[src/rtl/rom_burst_reader_if.sv]
`default_nettype none
// ============================================================================
// Module   : rom_burst_reader_if
// Brief    : Command, ROM-address and byte-stream bundle for rom_burst_reader.
// Revision : 1.0 - initial release
// ============================================================================
interface rom_burst_reader_if #(
    parameter int ADDR_W = 4,
    parameter int DATA_W = 8,
    parameter int LEN_W  = 5
);
    logic              start;
    logic [ADDR_W-1:0] start_addr;
    logic [LEN_W-1:0]  len;
    logic              busy;
    logic [ADDR_W-1:0] rom_add;
    logic [DATA_W-1:0] rom_data;
    logic [DATA_W-1:0] dout_data;
    logic              dout_valid;
    logic              dout_ready;
    logic              dout_last;
    logic              done;

    // master is the burst reader; slave is the command source, ROM and consumer
    modport master (
        input  start, start_addr, len, rom_data, dout_ready,
        output busy, rom_add, dout_data, dout_valid, dout_last, done
    );

    modport slave (
        output start, start_addr, len, rom_data, dout_ready,
        input  busy, rom_add, dout_data, dout_valid, dout_last, done
    );
endinterface
`default_nettype wire

[src/rtl/rom_burst_reader.sv]
`default_nettype none
// ============================================================================
// Module   : rom_burst_reader
// Brief    : Reads a wrapping burst from a combinational ROM and streams the
//            bytes over valid/ready, one byte per cycle at full throughput.
// Revision : 1.0 - initial release
// ============================================================================
module rom_burst_reader #(
    parameter int ADDR_W = 4,
    parameter int DATA_W = 8,
    parameter int LEN_W  = 5
) (
    input  wire logic          clk,
    input  wire logic          rst,
    rom_burst_reader_if.master bus
);

    localparam logic [0:0] c_IDLE = 1'b0;
    localparam logic [0:0] c_RUN  = 1'b1;

    logic [0:0]        r_state;
    logic              r_arm;
    logic [ADDR_W-1:0] r_addr;
    logic [LEN_W-1:0]  r_cnt;
    logic [DATA_W-1:0] r_dout_data;
    logic              r_dout_valid;
    logic              r_dout_last;
    logic              r_busy;
    logic              r_done;

    logic w_accept;
    logic w_ld;
    logic w_fin;

    assign w_accept = (r_state == c_IDLE) && bus.start && (bus.len != '0);
    // r_arm delays the first capture by one cycle so the freshly registered
    // start address has a full cycle on the ROM before its byte is taken
    assign w_ld     = (r_state == c_RUN) && r_arm && (r_cnt != '0) &&
                      (!r_dout_valid || bus.dout_ready);
    assign w_fin    = r_dout_valid && bus.dout_ready && r_dout_last;

    always_ff @(posedge clk or posedge rst) begin
        if (rst) begin
            r_state      <= c_IDLE;
            r_arm        <= 1'b0;
            r_addr       <= '0;
            r_cnt        <= '0;
            r_dout_data  <= '0;
            r_dout_valid <= 1'b0;
            r_dout_last  <= 1'b0;
            r_busy       <= 1'b0;
            r_done       <= 1'b0;
        end else begin
            r_done <= 1'b0;
            case (r_state)
                c_IDLE: begin
                    if (w_accept) begin
                        r_state <= c_RUN;
                        r_addr  <= bus.start_addr;
                        r_cnt   <= bus.len;
                        r_busy  <= 1'b1;
                        r_arm   <= 1'b0;
                    end
                end
                c_RUN: begin
                    r_arm <= 1'b1;
                    if (w_ld) begin
                        r_dout_data  <= bus.rom_data;
                        r_dout_valid <= 1'b1;
                        r_dout_last  <= (r_cnt == LEN_W'(1));
                        r_addr       <= r_addr + ADDR_W'(1);
                        r_cnt        <= r_cnt - LEN_W'(1);
                    end else if (r_dout_valid && bus.dout_ready) begin
                        r_dout_valid <= 1'b0;
                        r_dout_last  <= 1'b0;
                    end
                    // the last byte leaves with cnt already zero, so no load competes here
                    if (w_fin) begin
                        r_state <= c_IDLE;
                        r_busy  <= 1'b0;
                        r_done  <= 1'b1;
                        r_arm   <= 1'b0;
                    end
                end
                default: r_state <= c_IDLE;
            endcase
        end
    end

    assign bus.busy       = r_busy;
    assign bus.rom_add    = r_addr;
    assign bus.dout_data  = r_dout_data;
    assign bus.dout_valid = r_dout_valid;
    assign bus.dout_last  = r_dout_last;
    assign bus.done       = r_done;

endmodule
`default_nettype wire

[src/flat_wrapper.sv]
// flat-port wrapper written by rule: the top's interface ports become plain ports
module rom_burst_reader_flat 
#(
    parameter int ADDR_W = 4,
    parameter int DATA_W = 8,
    parameter int LEN_W  = 5
)
  (clk, rst, bus_start, bus_start_addr, bus_len, bus_rom_data, bus_dout_ready, bus_busy, bus_rom_add, bus_dout_data, bus_dout_valid, bus_dout_last, bus_done);
  rom_burst_reader_if #(.ADDR_W(ADDR_W), .DATA_W(DATA_W), .LEN_W(LEN_W)) bus_i ();
  input  wire logic clk;
  input  wire logic rst;
  input wire logic [$bits(bus_i.start)-1:0] bus_start;
  input wire logic [$bits(bus_i.start_addr)-1:0] bus_start_addr;
  input wire logic [$bits(bus_i.len)-1:0] bus_len;
  input wire logic [$bits(bus_i.rom_data)-1:0] bus_rom_data;
  input wire logic [$bits(bus_i.dout_ready)-1:0] bus_dout_ready;
  output wire logic [$bits(bus_i.busy)-1:0] bus_busy;
  output wire logic [$bits(bus_i.rom_add)-1:0] bus_rom_add;
  output wire logic [$bits(bus_i.dout_data)-1:0] bus_dout_data;
  output wire logic [$bits(bus_i.dout_valid)-1:0] bus_dout_valid;
  output wire logic [$bits(bus_i.dout_last)-1:0] bus_dout_last;
  output wire logic [$bits(bus_i.done)-1:0] bus_done;
  assign bus_i.start = bus_start;
  assign bus_i.start_addr = bus_start_addr;
  assign bus_i.len = bus_len;
  assign bus_i.rom_data = bus_rom_data;
  assign bus_i.dout_ready = bus_dout_ready;
  assign bus_busy = bus_i.busy;
  assign bus_rom_add = bus_i.rom_add;
  assign bus_dout_data = bus_i.dout_data;
  assign bus_dout_valid = bus_i.dout_valid;
  assign bus_dout_last = bus_i.dout_last;
  assign bus_done = bus_i.done;
  rom_burst_reader #(.ADDR_W(ADDR_W), .DATA_W(DATA_W), .LEN_W(LEN_W)) u_core (.clk(clk), .rst(rst), .bus(bus_i));
endmodule
[config.mk]
export PLATFORM = sky130hd
export DESIGN_NAME = rom_burst_reader_flat
export DESIGN_NICKNAME = d
export VERILOG_FILES = /design/src/rtl/rom_burst_reader_if.sv /design/src/rtl/rom_burst_reader.sv /design/src/flat_wrapper.sv
export SDC_FILE = /design/constraint.sdc
export NUM_CORES = 1
export LEC_CHECK = 0
export BUFFER_PORTS_ARGS = -buffer_cell sky130_fd_sc_hd__buf_4
export CAP_MARGIN = 5
export CORE_MARGIN = 5
export CORE_UTILIZATION = 50
export CTS_CLUSTER_DIAMETER = 150
export DETAILED_ROUTE_END_ITERATION = 10
export PLACE_DENSITY = 0.74
export SYNTH_ARGS = -nofsm -noshare
export SYNTH_HDL_FRONTEND = slang
export SYNTH_SLANG_ARGS = --single-unit
[constraint.sdc]
create_clock -name clk -period 2.15 [get_ports clk]
set_input_delay 0 -clock clk [delete_from_list [all_inputs] [get_ports clk]]
set_output_delay 0 -clock clk [all_outputs]
set_load 0.02 [all_outputs]
# Yosys cells after proc, flatten, opt, wreduce, memory -nomap -nowiden
# Index checks and enable logic that the tools add are counted.
totals:
  ff_bits: 23
op_classes:
  reduce_logical: 16
  bitwise_logic: 1
  eq_ne: 4
  mux: 19
  addsub: 2
ops:
  columns: ["cell", "count"]
  rows:
  - ["1-bit two-way mux", 10]
  - ["5-bit two-way mux", 2]
  - ["5-bit case mux with 2 select lines", 1]
  - ["5-bit nonzero test", 2]
  - ["4-bit two-way mux", 2]
  - ["4-bit case mux with 2 select lines", 1]
  - ["2-bit AND reduction", 4]
  - ["1-bit logical AND", 7]
  - ["1-bit case mux with 2 select lines", 3]
  - ["5-bit by 1-bit equality test with 1-bit output (second input constant)", 1]
  - ["5-bit by 1-bit subtractor with 5-bit output (second input constant)", 1]
  - ["4-bit by 1-bit adder with 4-bit output (second input constant)", 1]
  - ["2-bit inequality test (second input constant)", 2]
  - ["2-bit by 1-bit inequality test with 1-bit output (second input constant)", 1]
  - ["2-bit nonzero test", 1]
  - ["1-bit zero test", 1]
  - ["1-bit logical OR", 1]
  - ["1-bit NOT", 1]

# Depth between registers and ports, before layout
# Gate-level depths: netlist of run 1.
logic_depth:
  word_depth: 5
  ltp_mapped: 7
  mapped_depth_nobuf: 6

# Worst setup path after synthesis of run 1
# OpenSTA, ideal clock, no wires.
synth_timing:
  path_kind: "register to register"
  startpoint: "reg u_core.r_cnt[0]"
  endpoint: "reg u_core.r_cnt[2]"
  arrival_ns: 1.775
  synth_period_minus_slack_ns: 1.897
  n_path_buf: 1
  stages_incl_launch_ff: 8
  setup_time_ns: 0.123
  required_ns: 2.027
  slack_ns: 0.253
  path_cell_list: "dfrtp_1 > inv_1 > ha_1 > or4b_4 > nand4_4 > clkbuf_8 > a21oi_1 > o221a_2"
synth_via:
  elab_chain_len: 5
synth_rtl:
  columns: ["element", "line", "source"]
  rows:
  - ["from (decl)", "rom_burst_reader.sv:24", "logic [LEN_W-1:0] r_cnt;"]
  - ["from (signal assigned)", "rom_burst_reader.sv:60", "r_cnt <= bus.len;"]
  - ["from (signal assigned)", "rom_burst_reader.sv:72", "r_cnt <= r_cnt - LEN_W'(1);"]
  - ["parallel branches: the longest is 5 deep, another holds 5-bit by 1-bit subtractor with 5-bit output", null, null]
# Parallel ways; which one is timed is not known. The select of a mux whose other input is x is not followed.
# A chain may end at the register's enable or synchronous reset.

# Final worst setup path of run 1
layout_timing:
  startpoint: "reg u_core.r_cnt[0]"
  endpoint: "reg u_core.r_addr[1] (netlist: u_core.bus.rom_add[1])"
layout_via:
  elab_chain_len: 5
layout_rtl:
  columns: ["element", "line", "source"]
  rows:
  - ["5-bit nonzero test", "rom_burst_reader.sv:38", "assign w_ld = (r_state == c_RUN) && r_arm && (r_cnt != '0) &&"]
  - ["1-bit logical AND (2 in a row)", "rom_burst_reader.sv:38", null]
  - ["2-bit inequality test (no source line)", null, null]
  - ["2-bit AND reduction (no source line)", null, null]
  - ["to (signal assigned)", "rom_burst_reader.sv:59", "r_addr <= bus.start_addr;"]
  - ["to (signal assigned)", "rom_burst_reader.sv:71", "r_addr <= r_addr + ADDR_W'(1);"]
  - ["to (decl)", "rom_burst_reader.sv:23", "logic [ADDR_W-1:0] r_addr;"]
# Every way passes these cells.

==> results of run 1 <==
==> registers in the layout, indices dropped and copies added (netlist names) <==
| signal | count |
|---|---|
| u_core.bus.dout_last | 1 |
| u_core.bus.busy | 1 |
| u_core.bus.dout_valid | 1 |
| u_core.r_state | 1 |
| u_core.bus.done | 1 |
| u_core.r_cnt | 5 |
| u_core.r_arm | 1 |
| u_core.bus.dout_data | 8 |
| u_core.bus.rom_add | 4 |
==> cell families (layout without fill, tap and decap cells) <==
logic type / after synthesis / count (layout) / share of synthesized area [%]
adders and majority gates: 3 / 3 / 3.142
buffers and inverters: 9 / 61 / 4.397
DFF: 23 / 23 / 48.17
muxes: 3 / 3 / 3.036
and+or+nand+nor: 56 / 56 / 24.08
AOI/OAI and AO/OA: 27 / 27 / 17.17
==> final timing paths <==
path	from	to	slack (ns)	cells after the start
setup / recovery	u_core.r_cnt[0]	u_core.bus.rom_add[1]	0.08	6
hold / removal	bus_start_addr[1]	u_core.bus.rom_add[1]	0.03	3
setup reg to reg	u_core.r_cnt[0]	u_core.bus.rom_add[1]	0.08	6
hold reg to reg	u_core.bus.dout_data[7]	u_core.bus.dout_data[7]	0.50	2
max in group asynchronous	rst	u_core.bus.dout_last	1.21	3
min in group asynchronous	rst	u_core.bus.dout_data[5]	0.40	3
==> per-stage QoR <==
| step | cell area (sq um) | setup slack (ns) | power, mW | cells |
|---|---|---|---|---|
| after floorplan | 1195 | 0.2529 | 0.9614 | 121 |
| after global placement | 1474 | 0.1755 | 1.135 | 182 |
| after detailed placement | 1474 | 0.1326 | 1.164 | 182 |
| after CTS | 1652 | 0.1123 | 1.390 | 201 |
| after global routing | 1652 | 0.002936 | 1.481 | 201 |
| final | 1652 | 0.08498 | 1.387 | 201 |
==> worst max-delay path: cells and delay by family (launching register included) <==
| family | cells | cell delay (ns) |
|---|---|---|
| simple gates | 3 | 0.89 |
| flops | 1 | 0.44 |
| mux | 1 | 0.31 |
| fa+ha+maj | 1 | 0.23 |
| buf+inv | 1 | 0.10 |
==> routing by layer <==
metal,global-route usage (%),share of wire (%),up-vias
met5,0,0,-
met4,9.385,2.5,0
met3,2.632,8.6,9
met2,32.18,49,63
met1,21.89,40,516
li1,-,-,534
==> cells in the final DEF, fill, tap and decap left out, types with 2 or more instances in the layout <==
cell type                       count
sky130_fd_sc_hd__o2bb2a_1           2
sky130_fd_sc_hd__buf_4             37
sky130_fd_sc_hd__o22ai_1            2
sky130_fd_sc_hd__dfrtp_1           23
sky130_fd_sc_hd__ha_1               3
sky130_fd_sc_hd__nand2_1           35
sky130_fd_sc_hd__a22oi_1            2
sky130_fd_sc_hd__o21ai_0            4
sky130_fd_sc_hd__nor2_1             4
sky130_fd_sc_hd__nand3_1            4
sky130_fd_sc_hd__inv_1              5
sky130_fd_sc_hd__o221a_2            3
sky130_fd_sc_hd__dlygate4sd3_1     15
sky130_fd_sc_hd__nor3_1             2
sky130_fd_sc_hd__a21oi_1            7
sky130_fd_sc_hd__clkbuf_4           3
==> layout make-up <==
cell class                 instances  share of cell area, %
clock buffer                       3                  1.364
timing repair buffer              52                  25.91
sequential                        23                  34.85
clock inverter                     1                 0.3030
inverter                           5                  1.136
tap                               28                  2.121
multi-input combinational         89                  34.32
==> cell usage after synthesis <==
master and instances:
sky130_fd_sc_hd__nand2_1 35, sky130_fd_sc_hd__dfrtp_1 23, sky130_fd_sc_hd__a21oi_1 7, sky130_fd_sc_hd__inv_1 5, sky130_fd_sc_hd__nand3_1 4, sky130_fd_sc_hd__nor2_1 4, sky130_fd_sc_hd__o21ai_0 4, sky130_fd_sc_hd__ha_1 3
sky130_fd_sc_hd__o221a_2 3, sky130_fd_sc_hd__a22oi_1 2, sky130_fd_sc_hd__nor3_1 2, sky130_fd_sc_hd__o22ai_1 2, sky130_fd_sc_hd__o2bb2a_1 2, sky130_fd_sc_hd__a21oi_2 1, sky130_fd_sc_hd__a2bb2oi_1 1, sky130_fd_sc_hd__a31oi_1 1
sky130_fd_sc_hd__a32oi_1 1, sky130_fd_sc_hd__a41oi_1 1, sky130_fd_sc_hd__and4_1 1, sky130_fd_sc_hd__and4_4 1, sky130_fd_sc_hd__buf_2 1, sky130_fd_sc_hd__buf_6 1, sky130_fd_sc_hd__clkbuf_1 1, sky130_fd_sc_hd__clkbuf_8 1
sky130_fd_sc_hd__mux2_2 1, sky130_fd_sc_hd__mux2_4 1, sky130_fd_sc_hd__mux2i_1 1, sky130_fd_sc_hd__nand2_4 1, sky130_fd_sc_hd__nand4_1 1, sky130_fd_sc_hd__nand4_4 1, sky130_fd_sc_hd__nor2b_1 1, sky130_fd_sc_hd__nor3b_1 1
sky130_fd_sc_hd__o21ai_4 1, sky130_fd_sc_hd__o2bb2a_2 1, sky130_fd_sc_hd__or2b_1 1, sky130_fd_sc_hd__or3_1 1, sky130_fd_sc_hd__or4_4 1, sky130_fd_sc_hd__or4b_4 1
==> report_power, final <==
| group | total (mW) | internal, mW | switching (mW) |
|---|---|---|---|
| Combinational | 0.548 | 0.283 | 0.266 |
| Clock | 0.212 | 0.0699 | 0.142 |
| Sequential | 0.626 | 0.533 | 0.0931 |
| Total | 1.39 | 0.886 | 0.501 |
==> run_results.csv, run 1 <==
group,metric,value,unit
synthesis,syn_nets,145,
cells_and_area,syn_to_final_growth,38.22,%
placed_design,place.gp.congestion,0.8293,
clocking,cts_tree,"yes",
sta,slew_headroom,41.22,%
synthesis,synth_top_cell_by_area,"sky130_fd_sc_hd__dfrtp_1",
worst_setup_path,setup.worst_path.end_class,"register",
outcome,status,"completed",
die,floorplan.die.height,58.89,microns
synthesis,synthesis.area_per_instance,9.875,sq um
sta,hold_viol,0,
cells_and_area,num-nets-final,198,
worst_setup_path,cp_max_fo,14,
clocking,postCtsResizedCells,0,
synthesis,synth_top_cells_by_area,"sky130_fd_sc_hd__dfrtp_1 48%, sky130_fd_sc_hd__nand2_1 11%, sky130_fd_sc_hd__ha_1 3.1%",
synthesis,post_synth_instance_area,1195,sq um
die,dieArea,3467,sq um
synthesis,postSynthRegisterBits,23,
sta,post-route-period-util,96.05,%
worst_setup_path,critical_path_s_slowest_cell,"sky130_fd_sc_hd__or4b_4",
routing,drcViolationCount,0,
sta,report.final.slew_viol_count,0,
cells_and_area,fillers,169,
worst_setup_path,worstSetupStartpointType,"register",
clocking,clock_tree.buffer_depth,2,
worst_setup_path,timing.setup.critical_path_class,"reg -> reg",
die,start_util,53.00,%
sta,rsz0062_at_grt,"false",
die,rows,17,
sta,fin_worst_skew,0.002863,ns
job,cap_violations,0,
clocking,cts_setup_buffers,0,
cells_and_area,regArea,575.6,sq um
routing,post_drt_via_cell_ratio,5.582,
worst_setup_path,critical_path.max_stage_delay,0.53,ns
routing,dr_iter_0_viols,51,
synthesis,seq_area_frac_synth,48.17,%
sta,worst_pin_slew,0.8808,ns
global_route,gr-usage-all-layers,18.47,%
clocking,cts.root.buffer_cell,"sky130_fd_sc_hd__clkbuf_4",
cells_and_area,antennaDiodeCount,0,
sta,final_count_of_negative_setup_slack_endpoints,0,
worst_hold_path,class_of_the_tightest_hold_or_removal_check,"in -> reg",
synthesis,synth_cell_type_count,38,
die,boundaryPins,37,
clocking,insertion_delay,0.33,ns
global_route,first_pass_grt_wire_length,4.850,mm
worst_setup_path,timing.critical_path.arrival,2.29,ns
clocking,clock_transition_time_at_the_flip_flop_clock_pins_of_the_worst_setup_and_hold_paths,0.13,ns
routing,drt_first_pass_iters,5,
clocking,cts-htree-levels,1,
global_route,via_count_of_the_first_global_routing_pass,1079,
power,cellPowerDensity,839.6,nW/um^2
clocking,hold_buffers,15,
routing,vias,1122,
synthesis,synth.yosys.warnings,0,
synthesis,yosys.area.top_type_share,48.17,%
clocking,cts_buffers,3,
power,ir_drop,0.0006101,V
die,fp.dieW,58.89,microns
global_route,grt_max_degree,24,
routing,detail_route.wl_per_cell,14.89,microns
synthesis,syn-instance-count,121,
sta,maxClockFrequency,0.4843,GHz
worst_setup_path,crit_chain,"inv_1 > ha_1 > or4b_4 > nand4_4 > nand2_4 > mux2_4",
cells_and_area,post_route_cells_drive_above_1_share,31.21,%
sta,fin_crit,2.065,ns
cells_and_area,multiInputGateArea,566.8,sq um
placed_design,dp.final_hpwl,2.104,mm
routing,drtAntennaViolNets,0,
global_route,number_of_antenna_violations_at_the_first_check_in_global_routing,0,
cells_and_area,utilization,73.25,%
power,standby_leakage_power,0.8046,nW
placed_design,numPortBuffers,36,
sta,worst_case_hold_slack,0.02589,ns
worst_setup_path,worst_path_required,2.38,ns
die,floorplan.core_area,2255,sq um
routing,detail_route.wirelength,2.992,mm
sta,fin_setup_tns,0,ns
global_route,gr-total-overflow,0,
clocking,cts.sinks,23,
Note: power is estimated with default switching activity, not from simulation.
==> run 2, diff against run 1 <==
--- a/config.mk
+++ b/config.mk
@@ -5,13 +5,14 @@
 export SDC_FILE = /design/constraint.sdc
 export NUM_CORES = 1
 export LEC_CHECK = 0
+export ABC_AREA = 1
 export BUFFER_PORTS_ARGS = -buffer_cell sky130_fd_sc_hd__buf_4
 export CAP_MARGIN = 5
 export CORE_MARGIN = 5
-export CORE_UTILIZATION = 50
+export CORE_UTILIZATION = 45
 export CTS_CLUSTER_DIAMETER = 150
 export DETAILED_ROUTE_END_ITERATION = 10
-export PLACE_DENSITY = 0.74
+export PLACE_DENSITY = 0.67
 export SYNTH_ARGS = -nofsm -noshare
 export SYNTH_HDL_FRONTEND = slang
 export SYNTH_SLANG_ARGS = --single-unit
==> run 2 against run 1 <==
- critical path depth rose by 1
- sequential power rose by 32%
- worst setup slack improved by 0.49 ns
- routed wire length down 0.27%
- sequential cell count did not move
- hold slack got worse by 0.015 ns
- first-iteration DRC count down 3.9%
- die area up 11%
- largest power group is now combinational cells
==> run_results.csv, run 2 <==
group,metric,value,unit
outcome,status,"completed",
clocking,cts.root.buffer_cell,"sky130_fd_sc_hd__clkbuf_4",
die,fp.dieW,62.04,microns
global_route,grt_max_degree,24,
cells_and_area,design_area,1685,sq um
synthesis,synthesis.area_per_instance,7.713,sq um
cells_and_area,post_route_cells_drive_above_1_share,24.64,%
synthesis,post_synth_instance_area,1219,sq um
synthesis,synth_cell_type_count,20,
power,pwr-share-clk,8.1,%
sta,setup_slack,0.5721,ns
sta,worst_case_hold_slack,0.01119,ns
clocking,cts_tree,"yes",
power,internal-power,1.275,mW
routing,detail_route.wl_per_cell,12.38,microns
synthesis,synth.yosys.warnings,0,
placed_design,placed_cell_area,1488,sq um
worst_setup_path,critical_path.max_stage_delay,0.42,ns
synthesis,yosys.cell_count.top_type,"sky130_fd_sc_hd__nand2_1",
clocking,cts.sinks,23,
power,cellPowerDensity,1488,nW/um^2
clocking,cts-htree-levels,1,
clocking,postCtsResizedCells,0,
die,floorplan.core_area,2545,sq um
global_route,gr-usage-all-layers,17.47,%
clocking,cts_setup_buffers,0,
routing,detail_route.wirelength,2.984,mm
worst_setup_path,timing.critical_path.arrival,1.79,ns
global_route,gr-total-overflow,0,
sta,worst_pin_slew,0.8630,ns
cells_and_area,syn_to_final_growth,38.30,%
cells_and_area,antennaDiodeCount,0,
routing,dr_iter_0_viols,49,
global_route,first_pass_grt_wire_length,5.043,mm
sta,fin_crit,1.578,ns
worst_setup_path,worstSetupStartpointType,"register",
die,start_util,47.89,%
placed_design,dp.final_hpwl,2.040,mm
sta,post-route-period-util,73.39,%
power,power.sequential.fraction,33.1,%
synthesis,synth_top_cell_by_area,"sky130_fd_sc_hd__dfrtp_1",
routing,vias,1185,
cells_and_area,top_library_cells_by_usage_in_the_layout_fill_and_taps_aside,"74 x sky130_fd_sc_hd__nand2_1, 36 x sky130_fd_sc_hd__buf_4, 23 x sky130_fd_sc_hd__dfrtp_1",
synthesis,seq_area_frac_synth,47.23,%
clocking,clock_transition_time_at_the_flip_flop_clock_pins_of_the_worst_setup_and_hold_paths,0.13,ns
worst_setup_path,setup_slack_of_the_most_critical_reg_to_reg_path,0.57,ns
cells_and_area,largest_register_ff_count,8,
global_route,via_count_of_the_first_global_routing_pass,1170,
synthesis,yosys.area.top_type_share,47.23,%
sta,fin_setup_tns,0,ns
sta,slew_headroom,42.41,%
placed_design,detailedPlace.worstSlack,0.6096,ns
cells_and_area,utilization,66.22,%
placed_design,place_inst,220,
die,dieArea,3849,sq um
routing,post_drt_via_cell_ratio,4.917,
worst_setup_path,critical_path_s_slowest_cell,"sky130_fd_sc_hd__dfrtp_1",
synthesis,synth_edf_count,0,
worst_setup_path,setup.worst_path.end_class,"register",
synthesis,syn-instance-count,158,
synthesis,ys_async_sr_fraction,100.0,%
power,standby_leakage_power,0.9275,nW
sta,final_count_of_negative_setup_slack_endpoints,0,
synthesis,synth_top_cells_by_area,"sky130_fd_sc_hd__dfrtp_1 47%, sky130_fd_sc_hd__nand2_1 23%, sky130_fd_sc_hd__nand3_1 4.9%",
routing,drt_first_pass_iters,4,
worst_setup_path,worst_path_required,2.37,ns
job,cap_violations,0,
synthesis,synth_ff_type,"sky130_fd_sc_hd__dfrtp_1",
placed_design,numPortBuffers,36,
clocking,clock_tree.buffer_depth,2,
cells_and_area,leading_cell_type_in_the_layout_fill_and_taps_excluded,"sky130_fd_sc_hd__nand2_1",
worst_setup_path,crit_chain,"inv_1 > ha_1 > nand3_2 > nand3_4 > nand2_4 > nand2_1 > o21ai_2",
sta,report.final.slew_viol_count,0,
die,boundaryPins,37,
global_route,number_of_antenna_violations_at_the_first_check_in_global_routing,0,
cells_and_area,num-nets-final,236,
power,comb_power_share,58.8,%
sta,hold_viol,0,
die,rows,18,
cells_and_area,count_of_non_filler_cells_in_the_finished_layout,241,
routing,drtAntennaViolNets,0,
die,floorplan.die.height,62.04,microns
synthesis,synth.cells.most_frequent,"74 x sky130_fd_sc_hd__nand2_1, 23 x sky130_fd_sc_hd__dfrtp_1, 12 x sky130_fd_sc_hd__inv_1, 12 x sky130_fd_sc_hd__nand3_1, 8 x sky130_fd_sc_hd__nor2_1",
clocking,insertion_delay,0.31,ns
power,switching_power,1.232,mW
worst_hold_path,class_of_the_tightest_hold_or_removal_check,"in -> reg",
power,power.switching_fraction,49.13,%
worst_setup_path,timing.setup.critical_path_class,"reg -> reg",
sta,fin_worst_skew,0.001630,ns
power,ir_drop,0.001045,V
placed_design,place.gp.congestion,0.7867,
sta,maxClockFrequency,0.6338,GHz
sta,rsz0062_at_grt,"false",
routing,drcViolationCount,0,
power,totalPowerFinal,2.507,mW
synthesis,syn_nets,182,
synthesis,postSynthRegisterBits,23,
worst_setup_path,cp_max_fo,17,
clocking,cts_buffers,3,
-- run 2: path summary, 6_finish.rpt --
check / end / start / cells past startpoint
max reg2reg: u_core.r_cnt[1] / u_core.r_cnt[0] / 7
min reg2reg: u_core.bus.dout_data[4] / u_core.bus.dout_data[4] / 2
min in group asynchronous: u_core.r_cnt[0] / rst / 3
max in group asynchronous: u_core.bus.rom_add[2] / rst / 3
min: u_core.r_cnt[1] / bus_len[1] / 5
max: u_core.r_cnt[1] / u_core.r_cnt[0] / 7
-- run 2: cell families after synthesis --
| group | synth area share (%) |
|---|---|
| simple gates | 36.76 |
| flops | 47.23 |
| buf+inv | 7.494 |
| compound gates | 5.441 |
| fa+ha+maj | 3.080 |
-- run 2: final cells by class --
cell class	count	area, sq um
Fill cell	212	859.6
Inverter	14	52.55
Sequential cell	23	575.6
Tap cell	30	37.54
Multi-Input combinational cell	117	551.8
Timing Repair Buffer	53	440.4
Clock inverter	1	5.005
Clock buffer	3	22.52
-- run 2: timing repair --
item,4_1_cts,5_1_grt
hold endpoints to repair,39,0
endpoints found under the setup margin,0,0
hold buffers,17,0
-- run 2: power by group through the flow --
| stage | clock (mW) | sequential [mW] | combinational, mW |
|---|---|---|---|
| 2_1_floorplan | 0 | 0.958 | 0.945 |
| 3_3_place_gp | 0 | 0.827 | 1.42 |
| 3_5_place_dp | 0 | 0.835 | 1.45 |
| 4_1_cts | 0.211 | 0.827 | 1.48 |
| 5_1_grt | 0.224 | 0.861 | 1.68 |
| 6_report | 0.204 | 0.829 | 1.48 |
-- run 2: worst max-delay path: cells and delay by family, from the launching register on --
family / cells / cell delay (ns)
fa+ha+maj: 1 / 0.25
flops: 1 / 0.42
simple gates: 4 / 0.62
compound gates: 1 / 0.05
buf+inv: 1 / 0.14
-- run 2: routing by layer --
metal	wire, microns	up-vias	track usage (%)
met2	1518	34	30.77
met1	1242	547	21.42
met5	0	-	0
li1	-	596	-
met4	41	0	6.061
met3	182	8	2.893
